**src/rtl/mp3_bit_packer.sv**
```systemverilog
// MSB-first variable-length field packer writing bytes into the main-data RAM.
// Optional MPEG CRC-16 over gated fields when MP3_PACK_CRC_EN is defined.
module mp3_bit_packer #(
  parameter int unsigned ADDR_W  = 10,
  parameter logic        PAD_BIT = 1'b0
) (
`ifdef MP3_PACK_CRC_EN
  input  logic              crc_gate,
  output logic [15:0]       crc_out,
`endif
  input  logic              clock,
  input  logic              global_rst_n,
  input  logic              start,
  input  logic [ADDR_W-1:0] base_addr,
  input  logic              field_valid,
  output logic              field_ready,
  input  logic [23:0]       field_data,
  input  logic [4:0]        field_len,
  input  logic              flush,
  output logic              ram_we,
  output logic [ADDR_W-1:0] ram_address,
  output logic [7:0]        ram_datain,
  output logic [ADDR_W:0]   byte_count,
  output logic              busy,
  output logic              done
);

  typedef enum logic [1:0] {
    S_IDLE  = 2'd0,
    S_RUN   = 2'd1,
    S_FLUSH = 2'd2,
    S_DONE  = 2'd3
  } state_e;

  localparam logic [ADDR_W:0] COUNT_MAX = {1'b1, {ADDR_W{1'b0}}};

  state_e              state_q;
  logic [31:0]         acc_q;
  logic [4:0]          cnt_q;
  logic                flush_pend_q;
  logic                ram_we_q;
  logic [ADDR_W-1:0]   ram_address_q;
  logic [7:0]          ram_datain_q;
  logic [ADDR_W:0]     byte_count_q;
  logic                busy_q;
  logic                done_q;

  logic [4:0]          len_eff_s;
  logic [23:0]         field_mask_s;
  logic [5:0]          shamt_s;
  logic [31:0]         acc_app_d;
  logic [4:0]          cnt_app_d;
  logic [7:0]          pad_byte_s;
  logic                accept_s;

`ifdef MP3_PACK_CRC_EN
  logic [15:0]         crc_q;

  function automatic logic [15:0] crc16_update(input logic [15:0] crc,
                                               input logic [23:0] data,
                                               input logic [4:0]  len);
    logic [15:0] c;
    c = crc;
    for (int i = 23; i >= 0; i--) begin
      if (i < int'(len)) begin
        if (c[15] ^ data[i]) begin
          c = {c[14:0], 1'b0} ^ 16'h8005;
        end else begin
          c = {c[14:0], 1'b0};
        end
      end else begin
        c = c;
      end
    end
    return c;
  endfunction

  assign crc_out = crc_q;
`endif

  assign field_ready = (state_q == S_RUN) && (cnt_q < 5'd8) && !flush_pend_q;
  assign accept_s    = field_valid && field_ready;

  // Live bits sit left-justified in acc_q; a new field lands directly below them.
  always_comb begin
    if (field_len > 5'd24) begin
      len_eff_s = 5'd24;
    end else begin
      len_eff_s = field_len;
    end
    field_mask_s = 24'hFF_FFFF >> (5'd24 - len_eff_s);
    shamt_s      = 6'd32 - {1'b0, cnt_q} - {1'b0, len_eff_s};
    acc_app_d    = acc_q | ({8'h00, field_data & field_mask_s} << shamt_s);
    cnt_app_d    = cnt_q + len_eff_s;
  end

  // Final partial byte: bits below the live ones are stuffed with PAD_BIT.
  always_comb begin
    if (PAD_BIT) begin
      pad_byte_s = acc_q[31:24] | (8'hFF >> cnt_q);
    end else begin
      pad_byte_s = acc_q[31:24];
    end
  end

  // Frame control, byte emission and address/count bookkeeping.
  always_ff @(posedge clock or negedge global_rst_n) begin
    if (!global_rst_n) begin
      state_q       <= S_IDLE;
      acc_q         <= 32'h0000_0000;
      cnt_q         <= 5'd0;
      flush_pend_q  <= 1'b0;
      ram_we_q      <= 1'b0;
      ram_address_q <= {ADDR_W{1'b0}};
      ram_datain_q  <= 8'h00;
      byte_count_q  <= {(ADDR_W+1){1'b0}};
      busy_q        <= 1'b0;
      done_q        <= 1'b0;
`ifdef MP3_PACK_CRC_EN
      crc_q         <= 16'hFFFF;
`endif
    end else begin
      ram_we_q <= 1'b0;
      done_q   <= 1'b0;
      // Address and count advance the cycle after the strobe they describe.
      if (ram_we_q) begin
        ram_address_q <= ram_address_q + 1'b1;
        if (byte_count_q != COUNT_MAX) begin
          byte_count_q <= byte_count_q + 1'b1;
        end
      end
      if (start) begin
        state_q       <= S_RUN;
        acc_q         <= 32'h0000_0000;
        cnt_q         <= 5'd0;
        flush_pend_q  <= 1'b0;
        ram_address_q <= base_addr;
        byte_count_q  <= {(ADDR_W+1){1'b0}};
        busy_q        <= 1'b1;
`ifdef MP3_PACK_CRC_EN
        crc_q         <= 16'hFFFF;
`endif
      end else begin
        case (state_q)
          S_IDLE: begin
            state_q <= S_IDLE;
          end
          S_RUN: begin
            if (flush) begin
              flush_pend_q <= 1'b1;
            end
            if (cnt_q >= 5'd8) begin
              ram_we_q     <= 1'b1;
              ram_datain_q <= acc_q[31:24];
              acc_q        <= {acc_q[23:0], 8'h00};
              cnt_q        <= cnt_q - 5'd8;
            end else if (flush_pend_q) begin
              state_q <= S_FLUSH;
            end else if (accept_s) begin
              acc_q <= acc_app_d;
              cnt_q <= cnt_app_d;
`ifdef MP3_PACK_CRC_EN
              if (crc_gate) begin
                crc_q <= crc16_update(crc_q, field_data, len_eff_s);
              end
`endif
            end
          end
          S_FLUSH: begin
            if (cnt_q != 5'd0) begin
              ram_we_q     <= 1'b1;
              ram_datain_q <= pad_byte_s;
            end
            acc_q        <= 32'h0000_0000;
            cnt_q        <= 5'd0;
            flush_pend_q <= 1'b0;
            busy_q       <= 1'b0;
            state_q      <= S_DONE;
          end
          S_DONE: begin
            done_q  <= 1'b1;
            state_q <= S_IDLE;
          end
          default: begin
            state_q <= S_IDLE;
          end
        endcase
      end
    end
  end

  assign ram_we      = ram_we_q;
  assign ram_address = ram_address_q;
  assign ram_datain  = ram_datain_q;
  assign byte_count  = byte_count_q;
  assign busy        = busy_q;
  assign done        = done_q;

endmodule

```
**config.mk**
```make
export PLATFORM = sky130hd
export DESIGN_NAME = mp3_bit_packer
export DESIGN_NICKNAME = d
export VERILOG_FILES = /design/src/rtl/mp3_bit_packer.sv
export SDC_FILE = /design/constraint.sdc
export NUM_CORES = 1
export LEC_CHECK = 0
export BUFFER_PORTS_ARGS = -buffer_cell sky130_fd_sc_hd__buf_2
export CORE_ASPECT_RATIO = 1.2
export CORE_UTILIZATION = 59
export CTS_CLUSTER_SIZE = 10
export DETAILED_ROUTE_END_ITERATION = 8
export GPL_ROUTABILITY_DRIVEN = 0
export GPL_TIMING_DRIVEN = 0
export PLACE_DENSITY = 0.93
export SKIP_LAST_GASP = 1
export SLEW_MARGIN = 20
export SYNTH_ARGS = -nofsm -noshare
export SYNTH_HDL_FRONTEND = slang
export SYNTH_SLANG_ARGS = --single-unit
export TNS_END_PERCENT = 5
```
**constraint.sdc**
```tcl
create_clock -name clock -period 3.5 [get_ports clock]
set_clock_uncertainty 0.15 [all_clocks]
set_input_delay 0.525 -clock clock [delete_from_list [all_inputs] [get_ports clock]]
set_output_delay 0.525 -clock clock [all_outputs]
set_load 0.02 [all_outputs]
```
Yosys cells after proc, flatten, opt, wreduce, memory -nomap -nowiden
Cells that the tools add are included.
- register bits: 72
- input port bits: 44
- add/sub/neg operators: 7
- order comparisons: 3
- equality and inequality tests: 11
- shift operators: 2
- mux-type cells: 34
- bitwise operators: 3
- reductions and logical operators: 17
- operator list (kind ; count):
    32-bit two-way mux ; 4
    32-bit case mux with 2 select lines ; 1
    11-bit two-way mux ; 3
    32-bit bitwise OR ; 1
    24-bit by 6-bit left shift with 32-bit output ; 1
    5-bit two-way mux ; 5
    24-bit AND ; 1
    24-bit by 5-bit right shift with 24-bit output (first input constant) ; 1
    10-bit two-way mux ; 2
    8-bit two-way mux ; 2
    8-bit case mux with 2 select lines ; 1
    11-bit by 1-bit adder with 11-bit output (second input constant) ; 1
    11-bit inequality test (second input constant) ; 1
    10-bit by 1-bit adder with 10-bit output (second input constant) ; 1
    5-bit case mux with 2 select lines ; 1
    1-bit two-way mux ; 9
    3-bit inequality test (second input constant) ; 3
    4-bit by 3-bit inequality test with 1-bit output (second input constant) ; 2
    2-bit nonzero test ; 4
    2-bit two-way mux ; 3
    2-bit case mux with 3 select lines ; 1
    2-bit AND reduction ; 3
    6-bit by 5-bit subtractor with 6-bit output ; 1
    6-bit by 5-bit subtractor with 6-bit output (first input constant) ; 1
    other kinds (20) ; 24

Depth between registers and ports, before layout
- depth after elaboration: 12
- depth in mapped cells: 18
- depth with buffers taken out: 15

Least setup slack after synthesis
No wires, ideal clock.
- path type: input to register
- start point: in field_len[4]
- end point: reg acc_q[10]
- data arrival time: 3.630 ns
- data required time: 3.224 ns
- slack: -0.406 ns
- stages: 18
- cells stage by stage: buf_2 clkbuf_1 nand2_1 nand2_1 inv_1 ha_1 inv_1 ha_1 inv_1 fa_1 nand2b_1 a21oi_1 xnor2_1 nand2b_1 clkbuf_1 o31ai_1 a311oi_1 nor2_1
- word-level cells in the longest chain between the ends: 12
- elaborated cells between the ends (all ways): 13
- ends and longest elaborated chain (what ; line ; source):
    start: declaration ; 18 ; input logic [4:0] field_len,
    5-bit greater-than comparator ; 86 ; if (field_len > 5'd24) begin
    5-bit two-way mux * ; 86 ;
    5-bit subtractor ; 91 ; field_mask_s = 24'hFF_FFFF >> (5'd24 - len_eff_s);
    24-bit by 5-bit right shift with 24-bit output ; 91 ;
    24-bit AND ; 93 ; acc_app_d = acc_q | ({8'h00, field_data & field_mask_s} << shamt_s);
    24-bit by 6-bit left shift with 32-bit output * ; 93 ;
    32-bit bitwise OR * ; 93 ;
    32-bit two-way mux * ; 159 ; end else if (accept_s) begin
    32-bit two-way mux * ; 157 ; end else if (flush_pend_q) begin
    32-bit two-way mux * ; 152 ; if (cnt_q >= 5'd8) begin
    32-bit case mux with 2 select lines * ; 144 ; case (state_q)
    32-bit two-way mux * ; 132 ; if (start) begin
    end signal: assignment ; 155 ; acc_q <= {acc_q[23:0], 8'h00};
    end signal: assignment ; 160 ; acc_q <= acc_app_d;
    end: declaration ; 38 ; logic [31:0] acc_q;
Every way passes the cells marked *; elsewhere a longest branch is shown, timed or not. The select of a mux whose other input is x is not followed.
A chain may end at the register's enable or synchronous reset.

Worst setup path in the final report
- start point: in field_len[4]
- end point: reg acc_q[24]
Same word-level chain as after synthesis.

==> flow_summary.ini <==
[run_status]
outcome = finished with violations
violated_checks = design-rule violations

[critical_path]
critical-path-top-cell-by-count = sky130_fd_sc_hd__nand2b_4
worstPathRequired_ns = 3.60
critPathArrivalTime_ns = 3.59
crit_path_max_fanout = 10
worst-r2r-cell-count = 10
timing.critical_path.cells = buf_2 > buf_6 > clkbuf_8 > nand2_4 > nand2_1 > ha_2 > inv_1 > fa_2 > nand2b_4 > a21oi_4 > xnor2_4 > nand2b_4 > or4b_4 > a41oi_2
worstReg2RegStart = cnt_q[3]
setup.worst_path.start = field_len[4]
setup.worst_path.start_class = primary input
worst-path-stages = 14
setup.worst_path.end_class = flop
worst-setup-path-type = in2reg
critical-path-top-delay-family = simple AND/OR/NAND/NOR gates
cp_peak_stage_delay_ns = 0.60
timing.critical_path.slowest_stage_cell = sky130_fd_sc_hd__or4b_4
path_buf_inv = 4

[power_and_ir_drop]
leakage_nw = 3.24
p_sw_share_pct = 52.0
netSwitchingPower_mw = 4.17
cell_internal_pwr_mw = 3.85
power.share.clock_pct = 13.3
p_per_area_nw_per_um2 = 1090
seqPwrFrac_pct = 15.0
comb_power_share_pct = 71.8
ir_worst_vdd_v = 0.000565

[clock_network]
clock_tree_from_tritoncts = yes
cts_made_buffers = 9
clkSlewWorstSetupHoldPaths_ns = 0.06
longest_clk_path_bufs = 2
cts.sinks = 72
cts_root_buf = sky130_fd_sc_hd__clkbuf_16
insertion_delay_ns = 0.34
cts.htree.levels = 3

[die]
floorplan.initialDensity_pct = 61.5
placeableCoreArea_um2 = 9660
die_extent_in_y_um = 112
dieArea_um2 = 10500
io_pins = 77
floorplan.rows = 39
die_x_um = 93.6

[yosys]
syn-instance-count = 744
sequential_share_of_the_synthesized_area_pct = 30.3
yosys.area.top_type = sky130_fd_sc_hd__dfrtp_1
yosys_register_bits = 72
synth_largest_type_area_fraction_pct = 30.3
synth_most_common_cell = sky130_fd_sc_hd__nor2_1
number_of_synthesized_flops_with_an_enable_pin = 0
ys.warnings.count = 0
synth.area.top_cells = sky130_fd_sc_hd__dfrtp_1, sky130_fd_sc_hd__nor2_1, sky130_fd_sc_hd__nand2_1, sky130_fd_sc_hd__a21oi_1, sky130_fd_sc_hd__o21ai_0
post_synth_most_frequent_cells = sky130_fd_sc_hd__nor2_1, sky130_fd_sc_hd__nand2_1, sky130_fd_sc_hd__dfrtp_1
synth_fp_nets = 810
asyncSetResetFlopFracSynth_pct = 100
synth_cell_type_count = 74
mappedNetlistArea_um2 = 5940
yosys_most_used_dff = sky130_fd_sc_hd__dfrtp_1
syn_area_per_cell_um2 = 7.99

[layout]
area_growth_syn_to_layout_pct = 23.5
layout_nets = 910
utilization_pct = 76.0
instances_no_fill = 972
final_layout_size_suffix_gt1_share_pct = 24.9
antenna_cells = 0

[global_routing]
grt_start_max_net_pins = 57
grt_overflow = 0
grt_pass1_vias = 6722
grt_antenna_before_repair = 0
groute.usage.overall_pct = 40.5
grt_first_pass_wirelength_mm = 33.0

[sta]
setup-tns-final_ns = 0
max_slew_margin_pct = 49.1
report.final.hold_viol_count = 0
max_clock_freq_ghz = 0.287
max_slew.worst_pin.slew_ns = 0.758
timing.final.crit_share_pct = 99.6
unrepaired_setup_endpoints_after_global_routing = yes
report.final.slew_viol_count = 0
layout_min_cycle_time_ns = 3.49
finalSetupViolCount = 0

[drt]
routed_wl_mm = 21.4
drc = 20
vias_per_cell = 7.27
routed_length_per_instance_um = 22.0
num_vias = 7062
first_pass_iters = 9
ant_nets = 0
violation_count_after_the_first_detailed_routing_iteration = 1296

[worst_hold_path]
hold_path_class = in2reg
holdCritStartpoint = base_addr[6]
holdPathStages = 3

[placement]
port_buffers = 73
dp.final_hpwl_mm = 14.1
dp_cells = 941

[run]
max_cap_viol_count = 0
repair_timing:
action	4_1_cts	5_1_grt
hold buffers	1	0
endpoints found under the hold margin	16	0
pin swaps	6	10
gates cloned	0	1
gates resized for setup	45	36
buffers inserted	5	10
setup endpoints to repair	32	34
kinds of logic after synthesis:
group           synth area share (%)
buf+inv                         5.50
compound gates                  28.4
simple gates                    21.1
mux                             6.36
xor+xnor                        3.24
flops                           30.3
fa+ha+maj                       5.01
final timing paths:
kind | end | slack (ns)
hold / removal | ram_address[6] | 0.26
max in group asynchronous | acc_q[9] | 2.21
setup reg to reg | acc_q[27] | 0.24
setup / recovery | acc_q[24] | 0.01
min in group asynchronous | cnt_q[4] | 0.45
hold reg to reg | busy | 0.36
layout make-up:
type	count	area, um^2
plain buffers	49	294
inverters	29	115
clock inverters	7	120
flip-flops and latches	72	1800
repair buffers	91	543
well taps	123	154
clock buffers	9	225
fillers	637	2320
multi-input cells	592	4090
layout by cell type (no fill, tap or decap), types with 10 or more instances in the layout:
cell                         n
sky130_fd_sc_hd__nor3_1     14
sky130_fd_sc_hd__o21ai_0    51
sky130_fd_sc_hd__o22ai_1    12
sky130_fd_sc_hd__clkbuf_2   15
sky130_fd_sc_hd__ha_1       13
sky130_fd_sc_hd__nand2_1    77
sky130_fd_sc_hd__xor2_1     13
sky130_fd_sc_hd__clkbuf_16  10
sky130_fd_sc_hd__nor2_1     80
sky130_fd_sc_hd__a31oi_1    12
sky130_fd_sc_hd__clkbuf_1   16
sky130_fd_sc_hd__mux2i_1    13
sky130_fd_sc_hd__nand3_1    16
sky130_fd_sc_hd__buf_4      16
sky130_fd_sc_hd__inv_1      23
sky130_fd_sc_hd__dfrtp_1    72
sky130_fd_sc_hd__a21oi_1    52
sky130_fd_sc_hd__mux2_2     16
sky130_fd_sc_hd__buf_2      80
sky130_fd_sc_hd__nand4_1    13
per-layer routing:
layer	routed length, um	track usage [%]	vias to the layer above
li1	-	-	2968
met1	7170	46.8	3140
met2	9810	65.9	725
met3	2500	8.47	229
met4	1870	29.2	0
met5	0	0	-
sequential cells by signal, indices dropped and copies added, names as in the netlist:
register and cells:
done 1, acc_q 32, flush_pend_q 1, ram_address 10
byte_count 11, state_q 2, busy 1, cnt_q 5
ram_datain 8, ram_we 1
per-stage QoR:
stage / hold slack, ns / instance area, um^2 / setup WS, ns / power [mW]
floorplan: 0.0794 / 5990 / -0.0729 / 4.51
CTS: 0.260 / 7100 / -0.0150 / 7.12
global route: 0.279 / 7340 / -0.369 / 8.38
finish: 0.262 / 7340 / 0.0147 / 8.02
detailed placement: 0.262 / 6540 / -0.978 / 5.69
global placement: 0.331 / 6510 / -0.973 / 5.58
tightest hold or removal path, cell delays in order:
cell and delay, ns:
sky130_fd_sc_hd__buf_2 0.08, sky130_fd_sc_hd__nand2_1 0.04, sky130_fd_sc_hd__o21ai_0 0.06
power by group through the flow:
stage | clock (mW) | sequential (mW) | combinational, mW
floorplan | 0 | 1.22 | 3.29
global placement | 0 | 1.18 | 4.40
detailed placement | 0 | 1.19 | 4.50
CTS | 1.06 | 1.19 | 4.87
global route | 1.10 | 1.22 | 6.06
finish | 1.07 | 1.20 | 5.75
Note: power is estimated with default switching activity, not from simulation.
